**config.mk**
```make
export PLATFORM = sky130hd
export DESIGN_NAME = cache_fill_server_flat
export DESIGN_NICKNAME = d
export VERILOG_FILES = /design/src/rtl/fill_pkg.sv /design/src/rtl/cache_fill_server_if.sv /design/src/rtl/fill_buffer.sv /design/src/rtl/cache_fill_server.sv /design/src/flat_wrapper.sv
export SDC_FILE = /design/constraint.sdc
export NUM_CORES = 1
export LEC_CHECK = 0
export CELL_PAD_IN_SITES_DETAIL_PLACEMENT = 1
export CELL_PAD_IN_SITES_GLOBAL_PLACEMENT = 1
export CORE_AREA = 2 2 113 115
export DETAILED_ROUTE_END_ITERATION = 12
export DIE_AREA = 0 0 115 117
export PLACE_DENSITY_LB_ADDON = 0.2
export SETUP_SLACK_MARGIN = 0.5
export SYNTH_ARGS = -nofsm -noshare
export SYNTH_HDL_FRONTEND = slang
export SYNTH_HIERARCHICAL = 1
export SYNTH_SLANG_ARGS = --single-unit
```
**constraint.sdc**
```tcl
create_clock -name clk -period 6.7 [get_ports clk]
set_clock_uncertainty 0.2 [all_clocks]
set_input_delay 1.34 -clock clk [delete_from_list [all_inputs] [get_ports clk]]
set_output_delay 1.34 -clock clk [all_outputs]
set_load 0.02 [all_outputs]
```
**src/rtl/fill_pkg.sv**
```systemverilog
`default_nettype none
// +--------------------------------------------------------------------+
// | Module  : fill_pkg                                                 |
// | Brief   : Shared types and sizes for the cache line-fill server    |
// | Revision: 1.0                                                      |
// +--------------------------------------------------------------------+
package fill_pkg;
    localparam int BURST_LEN = 4;
    localparam int WORD_W    = 16;
    localparam int IDX_W     = $clog2(BURST_LEN);

    typedef enum logic [2:0] {
        ST_IDLE    = 3'd0,
        ST_ISSUE   = 3'd1,
        ST_COLLECT = 3'd2,
        ST_REPLAY  = 3'd3,
        ST_RELEASE = 3'd4
    } fill_state_e;
endpackage
`default_nettype wire

```
**src/rtl/cache_fill_server_if.sv**
```systemverilog
`default_nettype none
// +--------------------------------------------------------------------+
// | Module  : cache_fill_server_if                                     |
// | Brief   : Cache-side fill handshake plus SDRAM read-port signals   |
// | Revision: 1.0                                                      |
// +--------------------------------------------------------------------+
interface cache_fill_server_if #(
    parameter int ADDRBITS = 26
);
    import fill_pkg::*;

    logic                  cache_req;
    logic [31:0]           cache_addr;
    logic                  cache_fill;
    logic [WORD_W-1:0]     cache_data;
    logic                  busy;
    logic                  mem_req;
    logic [ADDRBITS-2:0]   mem_addr;
    logic                  mem_ack;
    logic                  mem_rd_valid;
    logic [WORD_W-1:0]     mem_rd_data;
    logic                  err;

    modport slave (
        input  cache_req, cache_addr, mem_ack, mem_rd_valid, mem_rd_data,
        output cache_fill, cache_data, busy, mem_req, mem_addr, err
    );

    modport master (
        output cache_req, cache_addr, mem_ack, mem_rd_valid, mem_rd_data,
        input  cache_fill, cache_data, busy, mem_req, mem_addr, err
    );
endinterface
`default_nettype wire

```
**src/rtl/fill_buffer.sv**
```systemverilog
`default_nettype none
// +--------------------------------------------------------------------+
// | Module  : fill_buffer                                              |
// | Brief   : BURST_LEN x WORD_W register file, registered read port   |
// | Revision: 1.0                                                      |
// +--------------------------------------------------------------------+
module fill_buffer
    import fill_pkg::*;
(
    input  logic              clk,
    input  logic              rst,
    input  logic              i_we,
    input  logic [IDX_W-1:0]  i_wr_idx,
    input  logic [WORD_W-1:0] i_wr_data,
    input  logic              i_rd_en,
    input  logic [IDX_W-1:0]  i_rd_idx,
    output logic [WORD_W-1:0] o_rd_data
);
    logic [WORD_W-1:0] r_mem [BURST_LEN];
    logic [WORD_W-1:0] r_rd_data;

    // Storage is deliberately left out of reset; only the read register clears.
    always_ff @(posedge clk) begin
        if (i_we) begin
            r_mem[i_wr_idx] <= i_wr_data;
        end
    end

    always_ff @(posedge clk) begin
        if (rst) begin
            r_rd_data <= '0;
        end else if (i_rd_en) begin
            r_rd_data <= r_mem[i_rd_idx];
        end
    end

    assign o_rd_data = r_rd_data;
endmodule
`default_nettype wire

```
**src/rtl/cache_fill_server.sv**
```systemverilog
`default_nettype none
// +--------------------------------------------------------------------+
// | Module  : cache_fill_server                                        |
// | Brief   : Buffers one SDRAM burst and replays it gap-free to cache |
// | Revision: 1.0                                                      |
// +--------------------------------------------------------------------+
module cache_fill_server
    import fill_pkg::*;
#(
    parameter int ADDRBITS = 26,
    parameter int TIMEOUT  = 255
) (
    input  logic               clk,
    input  logic               reset,
    cache_fill_server_if.slave bus
);
    localparam int c_wdog_w = $clog2(TIMEOUT + 1);
    localparam logic [c_wdog_w-1:0] c_wdog_max  = c_wdog_w'(TIMEOUT);
    localparam logic [c_wdog_w-1:0] c_wdog_last = c_wdog_w'(TIMEOUT - 1);
    localparam logic [IDX_W-1:0]    c_idx_last  = IDX_W'(BURST_LEN - 1);

    fill_state_e          r_state;
    fill_state_e          w_next;
    logic [IDX_W-1:0]     r_wr_idx;
    logic [IDX_W-1:0]     r_rd_idx;
    logic [IDX_W-1:0]     w_rd_sel;
    logic [c_wdog_w-1:0]  r_wdog;
    logic [ADDRBITS-2:0]  r_mem_addr;
    logic                 r_mem_req;
    logic                 r_cache_fill;
    logic                 r_busy;
    logic                 r_err;
    logic                 w_collecting;
    logic                 w_we;
    logic                 w_last_word;
    logic                 w_timeout;
    logic                 w_rd_en;
    logic                 w_accept;
    logic [WORD_W-1:0]    w_rd_data;
    logic                 w_unused;

    assign w_unused = ^{bus.cache_addr[31:ADDRBITS], bus.cache_addr[0]};

    always_comb begin
        w_next       = r_state;
        w_collecting = (r_state == ST_ISSUE) || (r_state == ST_COLLECT);
        w_accept     = (r_state == ST_IDLE) && bus.cache_req;
        w_we         = w_collecting && bus.mem_rd_valid;
        w_last_word  = w_we && (r_wr_idx == c_idx_last);
        // A fourth word landing on the final allowed cycle wins over the timeout.
        w_timeout    = w_collecting && !w_last_word && (r_wdog == c_wdog_last);

        case (r_state)
            ST_IDLE: begin
                if (bus.cache_req) w_next = ST_ISSUE;
            end
            ST_ISSUE: begin
                if (w_last_word || w_timeout) w_next = ST_REPLAY;
                else if (bus.mem_ack)         w_next = ST_COLLECT;
            end
            ST_COLLECT: begin
                if (w_last_word || w_timeout) w_next = ST_REPLAY;
            end
            ST_REPLAY: begin
                if (r_rd_idx == c_idx_last) w_next = ST_RELEASE;
            end
            ST_RELEASE: begin
                if (!bus.cache_req) w_next = ST_IDLE;
            end
            default: w_next = ST_IDLE;
        endcase

        // Read one word ahead so cache_data lines up with the registered cache_fill.
        w_rd_en  = (w_next == ST_REPLAY);
        w_rd_sel = (r_state == ST_REPLAY) ? r_rd_idx + IDX_W'(1) : '0;
    end

    always_ff @(posedge clk) begin
        if (reset) begin
            r_state      <= ST_IDLE;
            r_wr_idx     <= '0;
            r_rd_idx     <= '0;
            r_wdog       <= '0;
            r_mem_addr   <= '0;
            r_mem_req    <= 1'b0;
            r_cache_fill <= 1'b0;
            r_busy       <= 1'b0;
            r_err        <= 1'b0;
        end else begin
            r_state      <= w_next;
            r_mem_req    <= (w_next == ST_ISSUE);
            r_cache_fill <= (w_next == ST_REPLAY);
            r_busy       <= (w_next != ST_IDLE);
            r_rd_idx     <= w_rd_en ? w_rd_sel : '0;
            if (w_timeout) begin
                r_err <= 1'b1;
            end
            if (w_accept) begin
                r_mem_addr <= bus.cache_addr[ADDRBITS-1:1];
                r_wdog     <= '0;
                r_wr_idx   <= '0;
            end else begin
                if (w_collecting && (r_wdog != c_wdog_max)) begin
                    r_wdog <= r_wdog + c_wdog_w'(1);
                end
                if (w_we) begin
                    r_wr_idx <= r_wr_idx + IDX_W'(1);
                end
            end
        end
    end

    fill_buffer u_buffer (
        .clk       (clk),
        .rst       (reset),
        .i_we      (w_we),
        .i_wr_idx  (r_wr_idx),
        .i_wr_data (bus.mem_rd_data),
        .i_rd_en   (w_rd_en),
        .i_rd_idx  (w_rd_sel),
        .o_rd_data (w_rd_data)
    );

    assign bus.mem_req    = r_mem_req;
    assign bus.mem_addr   = r_mem_addr;
    assign bus.cache_fill = r_cache_fill;
    assign bus.cache_data = w_rd_data;
    assign bus.busy       = r_busy;
    assign bus.err        = r_err;
endmodule
`default_nettype wire

```
**src/flat_wrapper.sv**
```systemverilog
// flat-port wrapper written by rule: the top's interface ports become plain ports
module cache_fill_server_flat import fill_pkg::*;
#(
    parameter int ADDRBITS = 26,
    parameter int TIMEOUT  = 255
)
  (clk, reset, bus_cache_req, bus_cache_addr, bus_mem_ack, bus_mem_rd_valid, bus_mem_rd_data, bus_cache_fill, bus_cache_data, bus_busy, bus_mem_req, bus_mem_addr, bus_err);
  cache_fill_server_if #(.ADDRBITS(ADDRBITS)) bus_i ();
  input  logic clk;
  input  logic reset;
  input wire logic [$bits(bus_i.cache_req)-1:0] bus_cache_req;
  input wire logic [$bits(bus_i.cache_addr)-1:0] bus_cache_addr;
  input wire logic [$bits(bus_i.mem_ack)-1:0] bus_mem_ack;
  input wire logic [$bits(bus_i.mem_rd_valid)-1:0] bus_mem_rd_valid;
  input wire logic [$bits(bus_i.mem_rd_data)-1:0] bus_mem_rd_data;
  output wire logic [$bits(bus_i.cache_fill)-1:0] bus_cache_fill;
  output wire logic [$bits(bus_i.cache_data)-1:0] bus_cache_data;
  output wire logic [$bits(bus_i.busy)-1:0] bus_busy;
  output wire logic [$bits(bus_i.mem_req)-1:0] bus_mem_req;
  output wire logic [$bits(bus_i.mem_addr)-1:0] bus_mem_addr;
  output wire logic [$bits(bus_i.err)-1:0] bus_err;
  assign bus_i.cache_req = bus_cache_req;
  assign bus_i.cache_addr = bus_cache_addr;
  assign bus_i.mem_ack = bus_mem_ack;
  assign bus_i.mem_rd_valid = bus_mem_rd_valid;
  assign bus_i.mem_rd_data = bus_mem_rd_data;
  assign bus_cache_fill = bus_i.cache_fill;
  assign bus_cache_data = bus_i.cache_data;
  assign bus_busy = bus_i.busy;
  assign bus_mem_req = bus_i.mem_req;
  assign bus_mem_addr = bus_i.mem_addr;
  assign bus_err = bus_i.err;
  cache_fill_server #(.ADDRBITS(ADDRBITS), .TIMEOUT(TIMEOUT)) u_core (.clk(clk), .reset(reset), .bus(bus_i));
endmodule
```
Word-level counts from Yosys, hierarchy flattened. Memories as Yosys holds them, arrays and structs flattened. A register that Yosys moved wholly into a read port is not among the register bits. Index checks and enable logic that the tools add are counted.

Register bits after elaboration: 44. Bits in writable memories: 64. Input bits: 53. Output and inout port bits: 45. Word-level logic and storage cells: 47. Memories kept: 1.

$add $sub $neg: 3. Eq/ne operators: 10. Multiplexer cells: 10. Bitwise operators: 1. Reductions and logical operators: 13.

Memory list: u_core.u_buffer.r_mem (depth 4, width 16, read ports 1, clocked after Yosys merged registers in 1, wr ports 1, RTL line fill_buffer.sv:19) `logic [WORD_W-1:0] r_mem [BURST_LEN];`.

Operator list (number): 3-bit 2-to-1 mux (6); 3-bit one-hot mux with 5 select lines (1); 3-bit by 2-bit equality test with 1-bit output (second input constant) (3); 8-bit by 1-bit adder with 8-bit output (second input constant) (1); 8-bit equality test (second input constant) (1); 8-bit inequality test (second input constant) (1); 3-bit by 1-bit equality test with 1-bit output (second input constant) (2); 1-bit logical AND (6); 2-bit by 1-bit adder with 2-bit output (second input constant) (2); 2-bit equality test (second input constant) (2); 2-bit OR reduction (2); 3-bit equality test (second input constant) (1); 3-bit zero test (1); 3-bit nonzero test (1); 1-bit logical OR (2); 1-bit 2-to-1 mux (2); 2-bit 2-to-1 mux (1); 1-bit zero test (1); 1-bit inverter (1).

Logic depth before layout (Yosys ltp). Gate-level depths: netlist of the first run.

Depth after elaboration: 13. Depth in mapped cells: 11. Mapped depth without buffers: 9.

Cells and area by module. The synthesis of the first run kept the hierarchy.

Modules (own cells, without submodules): fill_buffer (times used 1, cells each 160, area an instance 3002.9 um^2, sequential area each 2242.2 um^2); cache_fill_server (times used 1, cells each 216, area an instance 1833.0 um^2, sequential area each 880.8 um^2).

Worst setup path after synthesis of the first run. Ideal clock, no wire load.

Path kind: in2reg. Start point: input bus_mem_rd_valid. End point: memory u_core.u_buffer.r_mem[0][0], enable pin. Library setup time: 0.413 ns. Data arrival time: 3.129 ns. Data required time: 6.087 ns. Slack: 2.958 ns. Stages on the path: 2. Path buffers: 0. Cell sequence: nor3b_1 -> nor3b_1.

Word-level cells in the longest chain between the ends: 3.

RTL lines: start: declaration (RTL line flat_wrapper.sv:14) `input wire logic [$bits(bus_i.mem_rd_valid)-1:0] bus_mem_rd_valid;`; 1-bit logical AND (RTL line cache_fill_server.sv:48) `w_we = w_collecting && bus.mem_rd_valid;`; 1-bit 2-to-1 mux (RTL line fill_buffer.sv:24) `if (i_we) begin`; 1-bit 2-to-1 mux (implied by the code) (RTL line fill_buffer.sv:25) `r_mem[i_wr_idx] <= i_wr_data;`; end: declaration (RTL line fill_buffer.sv:19).

No other way between the ends.

Worst setup path after layout of the first run.
Start point: input bus_cache_req. End point: register u_core.u_buffer.r_rd_data[4] (netlist: u_core/u_buffer/o_rd_data[4]) (read register of u_core.u_buffer.r_mem).

Word-level cells in the longest chain between the ends: 3. Elaborated cells on any way between the ends: 4. Those cells by class: eq/ne (1); mux (3).

RTL lines: start: declaration (RTL line flat_wrapper.sv:11) `input wire logic [$bits(bus_i.cache_req)-1:0] bus_cache_req;`; 3-bit 2-to-1 mux, on equally long branches (RTL line cache_fill_server.sv:68, cache_fill_server.sv:55); 3-bit one-hot mux with 5 select lines (*) (RTL line cache_fill_server.sv:53) `case (r_state)`; 3-bit by 2-bit equality test with 1-bit output (*) (RTL line cache_fill_server.sv:74) `w_rd_en = (w_next == ST_REPLAY);`; named net u_core.w_rd_en (RTL line cache_fill_server.sv:37) `logic w_rd_en;`; end: declaration (RTL line fill_buffer.sv:20) `logic [WORD_W-1:0] r_rd_data;`.

The timed path passes the listed nets; every way through them passes the cells marked *. A chain may end at the register's enable or synchronous reset.

==> flow_metrics.env, run 1 <==
export IMPL_p_per_area_nw_per_um2=286.5
export IMPL_tightest_slew_ns=1.071
export IMPL_dpl_cell_count=599
export IMPL_muxShareOfSynthArea_pct=7.063
export IMPL_irDropWorstVdd_mv=0.1466
export IMPL_num_nets_final=525
export IMPL_synth_top_family_by_area="simple AND/OR/NAND/NOR gates"
export IMPL_cts_repair_resize_count=0
export IMPL_vias=3262
export IMPL_drt_wl_total_mm=11.07
export IMPL_cp_depth=8
export IMPL_synth_top_area_share_pct=39.74
export IMPL_cp_cell_sequence="clkdlybuf4s50_1 > or3b_1 > a31oi_1 > o31ai_1 > nand2_1 > and2_1 > nand3b_1 > o221ai_1"
export IMPL_port_buffers=90
export IMPL_worst_path_largest_cell_delay_ns=0.88
export IMPL_total_power_w=0.001834
export IMPL_r2r_start="u_core/r_state[0]"
export IMPL_viasPerCell=5.170
export IMPL_grt_first_pass_wirelength_mm=17.93
export IMPL_ys_types=44
export IMPL_cts_root_buf="clkbuf_16"
export IMPL_cp_arrival_ns=4.63
export IMPL_route_detailed_drc=0
export IMPL_die_area_um2=13460
export IMPL_crit_required_ns=6.80
export IMPL_start_util_pct=39.28
export IMPL_finalWeightedCongestion=0.7564
export IMPL_dr_pass1_iters=4
export IMPL_post_cts_buffers=0
export IMPL_die_h_um=117
export IMPL_core_area_um2=12310
export IMPL_synth_ff_type="edfxtp_1"
export IMPL_wl_per_cell_um=17.55
export IMPL_hold_path_depth=2
export IMPL_synth_top_cell_by_area="edfxtp_1"
export IMPL_p_leak_nw=2.184
export IMPL_synth_xor_xnor_area_share_pct=1.423
export IMPL_cts_clk_slew_worst_paths_ns=0.05
export IMPL_yosys_warnings=6
export IMPL_critPathKind="in2reg"
export IMPL_fin_ws_ns=2.173
export IMPL_drive_gt1_share_pct=13.93
export IMPL_hold_path_endpoint="u_core/bus.mem_addr[7]"
export IMPL_antenna_found_initial=0
export IMPL_insertion_delay_ns=0.40
export IMPL_synth_compound_area_share_pct=9.495
export IMPL_max_cap_viol_count=0
export IMPL_status="finished, final reports clean"
export IMPL_grt_start_max_net_pins=50
export IMPL_grt_overflow_total=0
export IMPL_hp_start="u_core/bus.mem_addr[7]"
export IMPL_chipWidth_um=115
export IMPL_cts_num_sinks=124
export IMPL_period_share_pct=67.57
export IMPL_reg2reg_slack_ns=2.86
export IMPL_initialDrtViolationCount=157
export IMPL_syn_nets=433
export IMPL_async_reset_ff_share_pct=0
export IMPL_synthAdderAreaFrac_pct=1.035
export IMPL_cts_tree="built"
export IMPL_post_dp_hpwl_mm=6.914
export IMPL_synth_seq_area_share_pct=64.58
export IMPL_grt_pass1_vias=3476
export IMPL_slew_headroom_pct=28.36
export IMPL_dp_slack_ns=1.731
export IMPL_crit_fanout=18
export IMPL_ys_top_cells_by_area="edfxtp_1, dfxtp_1, mux2i_1"
export IMPL_hold_viol=0
export IMPL_crit_slowest_cell="nand3b_1"
export IMPL_grt_usage_pct=17.65
export IMPL_r2r_end="u_core/u_buffer/o_rd_data[4]"
export IMPL_maxSlewViolCount=0
export IMPL_syn_area_um2=4836
export IMPL_end_kind="flip-flop"
export IMPL_ys_top_cells_by_count="edfxtp_1, dfxtp_1, nand2_1"
export IMPL_synthCells=376
export IMPL_crit_buf_inv=1
export IMPL_synth_enable_flop_cells=64
export IMPL_num_rows=41
export IMPL_synthSimpleGateAreaFrac_pct=13.95
export IMPL_num_io_pins=98
export IMPL_period_needed_ns=4.527
export IMPL_syn_to_final_growth_pct=32.39
export IMPL_rsz0062_at_grt="no"
export IMPL_synth_seq_cells=124
export IMPL_htree_levels=4
export IMPL_setup_viol=0
export IMPL_cp_start_kind="input port"
export IMPL_cts_buffers=17
export IMPL_min_path_type="reg2reg"
export IMPL_diodes=0
export IMPL_cts_max_path_buffers=2
export IMPL_fmax_mhz=220.9
export IMPL_critical_path_top_delay_family="simple AND/OR/NAND/NOR gates"
export IMPL_yosysMostFrequentCell="edfxtp_1"
export IMPL_worstRegToRegCells=7
export IMPL_cts_hold_buf=0
export IMPL_detail_route_antenna_nets=0
export IMPL_fin_tns_setup_ns=0
export IMPL_synth_avg_cell_area_um2=12.86
export IMPL_finalHoldWorstSlack_ns=0.2529
export IMPL_fin_cells=631
==> cells in the final DEF (no fill, tap or decap), types with 3 or more instances in the layout <==
cell / netlist / routed
nand2_1: 58 / 58
mux2i_1: 33 / 33
clkbuf_16: 0 / 17
ha_1: 4 / 4
clkdlybuf4s50_1: 0 / 89
clkbuf_1: 10 / 3
and3_1: 5 / 4
nand4_1: 3 / 3
nor2_1: 16 / 16
nor3b_1: 4 / 3
xnor2_1: 3 / 3
xor2_1: 3 / 3
dfxtp_1: 60 / 60
nand2b_1: 3 / 3
o221ai_2: 10 / 10
clkinv_1: 0 / 4
a21oi_1: 26 / 26
edfxtp_1: 64 / 64
nor2b_1: 3 / 3
inv_1: 4 / 4
and2_1: 5 / 5
o221ai_1: 6 / 6
buf_4: 2 / 4
or3b_2: 16 / 16
clkinv_2: 0 / 5
==> per-layer routing <==
| metal | share of wire, % | GRT usage [%] |
|---|---|---|
| met5 | 0 | 0 |
| met4 | 1.6 | 7.871 |
| met3 | 5.1 | 5.407 |
| met2 | 49 | 28.47 |
| met1 | 44 | 22.00 |
==> power breakdown <==
part | leakage (nW) | switching, W | total [W] | internal, W
clock network | 0.274 | 0.000307 | 0.000855 | 0.000548
logic | 0.842 | 0.0000749 | 0.000144 | 0.0000688
registers | 1.07 | 0.0000135 | 0.000836 | 0.000823
==> metrics by stage <==
| stage | area (µm²) | utilization (%) |
|---|---|---|
| 3_5_place_dp | 5852 | 47.53 |
| 6_report | 6402 | 52.00 |
| 4_1_cts | 6402 | 52.00 |
| 3_3_place_gp | 5852 | 47.53 |
| 5_1_grt | 6402 | 52.00 |
| 2_1_floorplan | 4836 | - |
==> worst max-delay path by stage <==
stage,slack [ns],end,from
after detailed placement,1.73,u_core/u_buffer/o_rd_data[4],bus_cache_req
after CTS,2.15,u_core/u_buffer/o_rd_data[4],bus_cache_req
final,2.17,u_core/u_buffer/o_rd_data[4],bus_cache_req
after global routing,1.97,u_core/u_buffer/o_rd_data[3],bus_cache_req
after global placement,1.84,u_core/u_buffer/o_rd_data[15],bus_cache_req
after floorplan,2.96,u_core/u_buffer/r_mem[0][0],bus_mem_rd_valid
==> worst min-delay path, delay by kind of cell, from the launching register on <==
kind | cells | cell delay (ns)
AOI/OAI and AO/OA | 1 | 0.05
and+or+nand+nor | 1 | 0.05
DFF | 1 | 0.30
==> state kept, by name (all words and copies together) (netlist names) <==
name                       count
u_core/bus.err                 1
u_core/bus.mem_req             1
u_core/bus.busy                1
u_core/r_state                 3
u_core/bus.mem_addr           25
u_core/r_wr_idx                2
u_core/u_buffer/r_mem         64
u_core/bus.cache_fill          1
u_core/u_buffer/o_rd_data     16
u_core/r_rd_idx                2
u_core/r_wdog                  8
==> cell families after synthesis <==
family / Yosys count
AO/OA/AOI/OAI: 56
XOR/XNOR: 7
adder cells (fa/ha/maj): 4
buffers and inverters: 25
flip-flops: 124
multiplexers: 34
AND/OR/NAND/NOR: 126
==> area by class of cell <==
| type | count | area, µm² |
|---|---|---|
| clock buffer | 21 | 450.4 |
| sequential | 124 | 3123 |
| tap | 150 | 187.7 |
| fill | 1282 | 5909 |
| timing repair buffer | 94 | 925.9 |
| multi-input combinational | 227 | 1600 |
| inverter | 4 | 15.01 |
| clock inverter | 11 | 100.1 |
No activity file was read; power rests on OpenSTA's default activity.
==> inputs of run 2 (changes only) <==
==> constraint.sdc (replaced) <==
create_clock -name clk -period 4.43 [get_ports clk]
set_clock_uncertainty 0.2 [all_clocks]
set_input_delay 0.886 -clock clk [delete_from_list [all_inputs] [get_ports clk]]
set_output_delay 0.886 -clock clk [all_outputs]
set_load 0.02 [all_outputs]
==> run 2 against run 1 <==
Register-to-register slack lost 1.6 ns. Combinational power grew 52%. Worst setup slack lost 1.0 ns. Via count grew 0.71%. Count of clock-buffer cells in the layout is the same. Sequential power grew 51%. Core utilization grew 0.37 points. Critical path depth is the same.
==> flow_metrics.env, run 2 (synthesis results as in run 1) <==
export IMPL_post_cts_buffers=0
export IMPL_cp_start_kind="input port"
export IMPL_cts_max_path_buffers=2
export IMPL_status="finished, final reports clean"
export IMPL_maxSlewViolCount=0
export IMPL_min_path_type="reg2reg"
export IMPL_hold_viol=0
export IMPL_cts_clk_slew_worst_paths_ns=0.05
export IMPL_r2r_start="u_core/r_state[2]"
export IMPL_finalWeightedCongestion=0.7416
export IMPL_core_area_um2=12310
export IMPL_wl_per_cell_um=17.42
export IMPL_clkPwrFrac_pct=47.3
export IMPL_htree_levels=4
export IMPL_start_util_pct=39.28
export IMPL_hold_path_depth=2
export IMPL_diodes=0
export IMPL_insertion_delay_ns=0.41
export IMPL_p_switching_w=0.0005933
export IMPL_cts_tree="built"
export IMPL_setup_viol=0
export IMPL_worstRegToRegCells=7
export IMPL_regMostFlops="u_core/u_buffer/r_mem"
export IMPL_post_dp_hpwl_mm=6.836
export IMPL_num_nets_final=529
export IMPL_grt_pass1_vias=3449
export IMPL_layout_commonest_cell="clkdlybuf4s50_1"
export IMPL_mostFrequentLayoutCells="clkdlybuf4s50_1, edfxtp_1, dfxtp_1"
export IMPL_chipWidth_um=115
export IMPL_fin_tns_setup_ns=0
export IMPL_drt_wl_total_mm=11.06
export IMPL_grt_start_max_net_pins=49
export IMPL_power_frac_seq_pct=44.9
export IMPL_die_area_um2=13460
export IMPL_period_share_pct=74.11
export IMPL_grt_usage_pct=17.97
export IMPL_period_needed_ns=3.283
export IMPL_cts_root_buf="clkbuf_16"
export IMPL_vias=3285
export IMPL_antenna_found_initial=0
export IMPL_die_h_um=117
export IMPL_p_int_w=0.002219
export IMPL_rsz0062_at_grt="no"
export IMPL_initialDrtViolationCount=138
export IMPL_seq_area_um2=3123
export IMPL_irDropWorstVdd_mv=0.2452
export IMPL_hold_path_endpoint="u_core/bus.mem_addr[23]"
export IMPL_grt_overflow_total=0
export IMPL_crit_fanout=16
export IMPL_detail_route_antenna_nets=0
export IMPL_drive_gt1_share_pct=14.43
export IMPL_p_per_area_nw_per_um2=436.2
export IMPL_viasPerCell=5.173
export IMPL_slew_headroom_pct=30.39
export IMPL_route_detailed_drc=0
export IMPL_num_rows=41
export IMPL_num_io_pins=98
export IMPL_p_leak_nw=2.208
export IMPL_switching_share_pct=21.10
export IMPL_fin_cells=635
export IMPL_crit_required_ns=4.56
export IMPL_cts_buffers=17
export IMPL_grt_first_pass_wirelength_mm=17.95
export IMPL_hp_start="u_core/bus.mem_addr[23]"
export IMPL_end_kind="flip-flop"
export IMPL_cts_num_sinks=124
export IMPL_finalHoldWorstSlack_ns=0.2516
export IMPL_reg2reg_slack_ns=1.27
export IMPL_cp_arrival_ns=3.41
export IMPL_syn_to_final_growth_pct=33.32
export IMPL_multi_input_area_um2=1600
export IMPL_cts_hold_buf=0
export IMPL_cts_repair_resize_count=0
export IMPL_r2r_end="u_core/u_buffer/o_rd_data[4]"
export IMPL_fillCellCount=1272
export IMPL_critPathKind="in2reg"
export IMPL_port_buffers=90
export IMPL_largest_register_ffs=64
export IMPL_dr_pass1_iters=4
export IMPL_fmax_mhz=304.6
export IMPL_pwr_share_comb_pct=7.8
export IMPL_tightest_slew_ns=1.044
export IMPL_max_cap_viol_count=0
export IMPL_dpl_cell_count=603
[run 2: cell types whose count changed in the layout (fill, tap and decap cells not counted), sizes merged]
cell    before  now
buf          5    9
bufinv       2    3
clkinv       9    8
[run 2: worst max-delay path, stage by stage]
cell and delay, ns:
clkdlybuf4s50_1 0.47, or3b_1 0.42, a31oi_1 0.19, o31ai_1 0.11
nand2_1 0.10, and2_1 0.15, or3b_1 0.75, o221ai_1 0.33
[run 2: stage by stage]
stage	setup WS (ns)	util [%]	power, W	area, µm²
2_1_floorplan	1.142	-	0.001391	4836
5_1_grt	0.9710	52.37	0.002922	6447
4_1_cts	1.169	52.37	0.002853	6447
3_3_place_gp	0.7729	47.77	0.001501	5882
3_5_place_dp	0.7290	47.77	0.001508	5882
6_report	1.147	52.37	0.002812	6447
[run 2: layer usage]
metal,track usage (%),part of all wire [%]
met4,8.032,2.2
met1,20.61,42
met5,0,0
met3,7.312,6.3
met2,29.73,50
[run 2: power by group through the flow]
stage | clock network [W] | logic (W) | registers, W
final | 0.00133 | 0.000219 | 0.00126
after global routing | 0.00142 | 0.000240 | 0.00127
after CTS | 0.00137 | 0.000223 | 0.00126
after detailed placement | 0 | 0.000221 | 0.00129
after global placement | 0 | 0.000217 | 0.00128
after floorplan | 0 | 0.0000833 | 0.00131
[run 2: final cells by class]
type | instances | area share, %
clock buffer | 21 | 6.831
clock inverter | 11 | 1.941
tap | 150 | 2.911
inverter | 4 | 0.2329
sequential | 124 | 48.44
timing repair buffer | 98 | 14.83
multi-input combinational | 227 | 24.82
[run 2: worst max-delay path by stage]
stage | start | end | slack, ns | depth (start not counted)
after detailed placement | bus_cache_req | u_core/u_buffer/o_rd_data[1] | 0.73 | 8
after global placement | bus_cache_req | u_core/u_buffer/o_rd_data[1] | 0.77 | 8
final | bus_cache_req | u_core/u_buffer/o_rd_data[1] | 1.15 | 8
after CTS | bus_cache_req | u_core/u_buffer/o_rd_data[1] | 1.17 | 8
after global routing | bus_cache_req | u_core/u_buffer/o_rd_data[15] | 0.97 | 8
after floorplan | bus_mem_rd_valid | u_core/u_buffer/r_mem[0][0] | 1.14 | 2
